==> src/rtl/reg_scoreboard.sv <==
// reg_scoreboard: per-register pending-write counters producing the ID-stage RAW/full stall
module reg_scoreboard #(
  parameter int REG_NUM = 32,
  parameter int ADDR_W  = 5,
  parameter int CNT_W   = 2,
  parameter int TOT_W   = 4
) (
  input  logic              clk,
  input  logic              rst_n,
  input  logic              iss_valid,
  input  logic              iss_we,
  input  logic [ADDR_W-1:0] iss_rd,
  input  logic              rs1_use,
  input  logic              rs2_use,
  input  logic [ADDR_W-1:0] rs1_addr,
  input  logic [ADDR_W-1:0] rs2_addr,
  input  logic              wb_valid,
  input  logic [ADDR_W-1:0] wb_rd,
  input  logic              kill_valid,
  input  logic [ADDR_W-1:0] kill_rd,
  output logic              id_stall,
  output logic              iss_fire,
  output logic [TOT_W-1:0]  inflight,
  output logic              sb_err
);
  logic [CNT_W-1:0] cnt [REG_NUM];
  logic [REG_NUM-1:0] under;
  logic raw1, raw2, full, iss_hit, wb_hit, kill_hit, t_under;
  logic [1:0] t_dec;
  logic [TOT_W:0] t_sum, t_next;
  assign raw1 = rs1_use && rs1_addr != '0 && cnt[rs1_addr] != '0;
  assign raw2 = rs2_use && rs2_addr != '0 && cnt[rs2_addr] != '0;
  assign full = iss_we && iss_rd != '0 && cnt[iss_rd] == '1;
  assign id_stall = iss_valid && (raw1 || raw2 || full);
  assign iss_fire = iss_valid && !id_stall;
  assign iss_hit = iss_fire && iss_we && iss_rd != '0;
  assign wb_hit = wb_valid && wb_rd != '0;
  assign kill_hit = kill_valid && kill_rd != '0;
  genvar r;
  for (r = 0; r < REG_NUM; r++) begin : g_reg
    logic inc;
    logic [1:0] dec;
    logic [CNT_W:0] sum;
    assign inc = iss_hit && iss_rd == ADDR_W'(r);
    assign dec = {1'b0, wb_hit && wb_rd == ADDR_W'(r)} + {1'b0, kill_hit && kill_rd == ADDR_W'(r)};
    assign sum = {1'b0, cnt[r]} + (CNT_W+1)'(inc);
    assign under[r] = (CNT_W+1)'(dec) > sum;
    always_ff @(posedge clk)
      cnt[r] <= !rst_n || under[r] ? '0 : CNT_W'(sum - (CNT_W+1)'(dec));
  end
  assign t_dec = {1'b0, wb_hit} + {1'b0, kill_hit};
  assign t_sum = {1'b0, inflight} + (TOT_W+1)'(iss_hit);
  assign t_under = (TOT_W+1)'(t_dec) > t_sum;
  assign t_next = t_sum - (TOT_W+1)'(t_dec);
  always_ff @(posedge clk) begin
    inflight <= !rst_n || t_under ? '0 : t_next[TOT_W-1:0];
    sb_err <= !rst_n ? 1'b0 : sb_err || t_under || t_next[TOT_W] || |under;
  end
endmodule
==> config.mk <==
export PLATFORM = sky130hd
export DESIGN_NAME = reg_scoreboard
export DESIGN_NICKNAME = d
export VERILOG_FILES = /design/src/rtl/reg_scoreboard.sv
export SDC_FILE = /design/constraint.sdc
export NUM_CORES = 1
export LEC_CHECK = 0
export CAP_MARGIN = 25
export CORE_ASPECT_RATIO = 1.2
export CORE_UTILIZATION = 46
export DETAILED_ROUTE_END_ITERATION = 16
export PLACE_DENSITY = 0.72
export SLEW_MARGIN = 20
export SYNTH_ARGS = -nofsm -noshare
export SYNTH_HDL_FRONTEND = slang
export SYNTH_SLANG_ARGS = --single-unit
==> constraint.sdc <==
create_clock -name clk -period 4.5 [get_ports clk]
set_input_delay 0.9 -clock clk [delete_from_list [all_inputs] [get_ports clk]]
set_output_delay 0.9 -clock clk [all_outputs]
set_load 0.05 [all_outputs]
==> flow_summary.ini <==
[final_layout]
area_growth_pct = 31.8
drive_above_1_share_pct = 23.3
finalNetCount = 1421
num_antenna_cells = 0
fillers = 1403

[logic_synthesis]
ys_seq_area_share_pct = 17.0
synth_commonest_cells = ha_1, nor2_1, inv_1
synth_edf_count = 0
ys.flop_type = dfxtp_1
synthCells = 1015
synth_top_area_share_pct = 30.3
synth_area_leaders = ha_1, dfxtp_1, nor2_1
synthArstFlopShare_pct = 0
synth.largest_area_cell = ha_1
synth_warnings = 0
synth_most_common_cell = ha_1
synth_area_um2 = 8140
ys_ff_latch = 69
yosys.cell_types.count = 65
syn_avg_cell_area_um2 = 8.02

[critical_path]
crit_buf_inv = 4
arrival_ns = 4.79
cp_top_family = compound AO/OA/AOI/OAI gates
critPathMaxFanout = 9
r2r_setup_slack_ns = 0.29
max_stage_delay_ns = 0.52
endpoint_kind = register
slowest_stage = or4_1
start_kind = input pin
path_class = in2reg
crit_chain = dlygate4sd2_1 -> buf_4 -> nor3_1 -> a21oi_1 -> o22ai_1 -> a211oi_1 -> o211a_4 -> buf_12 -> nor4_4 -> ha_2 -> ha_1 -> inv_1 -> ha_1 -> nor2b_1 -> o21ai_1 -> nand4_1 -> or4_1 -> nor3_1 -> a21boi_1
worstPathRequired_ns = 4.74

[sta]
hold_viol = 0
period_share_pct = 101
setup_viol = 1
max_slew.worst_pin.slew_ns = 0.559
slew_headroom_pct = 62.3
finClkSkew_ns = 0.00905
rsz0062_at_grt = yes
max_freq_mhz = 220
post-route-min-period_ns = 4.55
slew_viol_final = 0
worst_slack_ns = -0.0492

[clock_tree]
cts_buffers = 9
cts.sinks = 69
ctsHoldBuffers = 0
cts_buffer_depth = 2
cts_tree = done
cts_root_buf = clkbuf_16
htreeDepth = 3
path_clk_slew_ns = 0.06
clk_latency_ns = 0.35

[route]
wl_met2_mm = 12.1
top_layer = met4
first_iter_violations = 788
routedWlPerCell_um = 18.4
met1_length_mm = 10.3
ant_nets = 0
drt_pass1_iterations = 9
wirelength_mm = 26.0
drc = 0
num_vias = 8177
viasPerCell = 5.80
met3_length_mm = 2.27

[hold_path]
hold_path.class = reg2reg

[floorplan]
initial_core_util_pct = 47.6
die_x_um = 123
io_pins = 40
dieHeight_um = 148
core_area_um2 = 17100
rows = 52
die_area_um2 = 18200

[power]
p_leak_nw = 4.80
vdd_drop_max_mv = 0.338
total_power_w = 0.00242
p_per_area_nw_per_um2 = 225

[global_route]
overflow = 0
grt.total_usage_pct = 29.3
antenna_found_initial = 0
grt_max_degree = 36
grt_pass1_vias = 8040
grt_pass1_wl_mm = 40.7

[placement]
post-place-ws_ns = -0.906
port_buffers = 39
gp_congestion = 0.928
hpwl_mm = 19.3

[outcome]
violations = negative setup slack
outcome = finished with violations

[run]
max_cap_viol_count = 0
==> layout make-up <==
cell class	count	area (µm²)	share of cell area, %
clock buffers	10	239	2.23
clock inverters	5	108	1.00
inverters	107	402	3.75
multi-input cells	799	6460	60.3
flip-flops and latches	69	1380	12.9
well taps	216	270	2.52
repair buffers	204	1860	17.3
==> cells in the final DEF (no fill, tap or decap), drive strengths merged, types with 3 or more instances in the layout <==
| cell | n |
|---|---|
| nand4 | 12 |
| o211ai | 3 |
| dlygate4sd2 | 8 |
| and3 | 7 |
| clkbuf | 11 |
| a21oi | 54 |
| ha | 197 |
| nand2 | 85 |
| nor3 | 51 |
| o21ai | 41 |
| nor4 | 32 |
| nand3 | 15 |
| mux2i | 7 |
| a211oi | 11 |
| or3b | 3 |
| bufinv | 3 |
| inv | 108 |
| a31oi | 4 |
| a21boi | 5 |
| nor2 | 142 |
| xor2 | 34 |
| conb | 3 |
| nor2b | 40 |
| clkdlybuf4s50 | 26 |
| nand2b | 6 |
| a2111oi | 3 |
| dfxtp | 69 |
| buf | 167 |
| and2 | 3 |
| mux4 | 13 |
==> layer usage <==
metal  track usage (%)  vias to the layer above
li1                  -                     3851
met2              48.5                      464
met1              35.5                     3753
met4              16.9                        0
met3              4.75                      109
met5                 0                        -
==> flip-flops by register name, summed over array words and instances (netlist names) <==
| signal | cells |
|---|---|
| sb_err | 1 |
| cnt | 64 |
| inflight | 4 |
==> logic make-up (layout without fill, tap and decap cells) <==
| kind of cell | count (synthesis) | in the layout | share of synthesized area, % |
|---|---|---|---|
| buffers and inverters | 149 | 326 | 7.73 |
| AO/OA/AOI/OAI | 136 | 136 | 10.3 |
| XOR/XNOR | 36 | 36 | 3.87 |
| multiplexers | 22 | 22 | 4.87 |
| flip-flops | 69 | 69 | 17.0 |
| other | 1 | 3 | 0.0461 |
| adder cells (fa/ha/maj) | 198 | 198 | 30.5 |
| AND/OR/NAND/NOR | 404 | 404 | 25.6 |
==> tightest hold or removal path, delay by kind of cell, from the launching register on <==
family	cells	cell delay, ns
AND/OR/NAND/NOR	1	0.04
flip-flops	1	0.37
XOR/XNOR	2	0.29
==> metrics by stage <==
step | instance area [µm²] | instances | util (%) | setup TNS (ns) | hold WS, ns
floorplan | 8170 | 1017 | - | 0 | 0.697
global placement | 9750 | 1372 | 57.0 | -10.19 | 0.718
detailed placement | 9750 | 1372 | 57.0 | -14.09 | 0.740
CTS | 10700 | 1409 | 62.3 | 0 | 0.758
global route | 10700 | 1410 | 62.7 | -0.200 | 0.783
finish | 10700 | 1410 | 62.7 | -0.0492 | 0.749
==> power by group <==
group	switching [W]	internal [W]	leakage (nW)
sequential	0.0000514	0.000648	0.559
clock	0.000307	0.000557	0.169
combinational	0.000466	0.000387	4.07
==> path summary, 6_finish.rpt <==
check | start | end | depth (start not counted)
setup / recovery | rs1_addr[1] | sb_err | 19
hold / removal | inflight[3] | inflight[3] | 3
hold reg to reg | inflight[3] | inflight[3] | 3
setup reg to reg | cnt[7][0] | sb_err | 19
==> repair_timing <==
item / in CTS / in global routing
endpoints found under the hold margin: 0 / 0
setup endpoints to repair: 11 / 3
gates cloned: 5 / 0
gates resized for setup: 103 / 14
pin swaps: 48 / 6
buffers inserted: 17 / 1
Note: power is estimated with default switching activity, not from simulation.
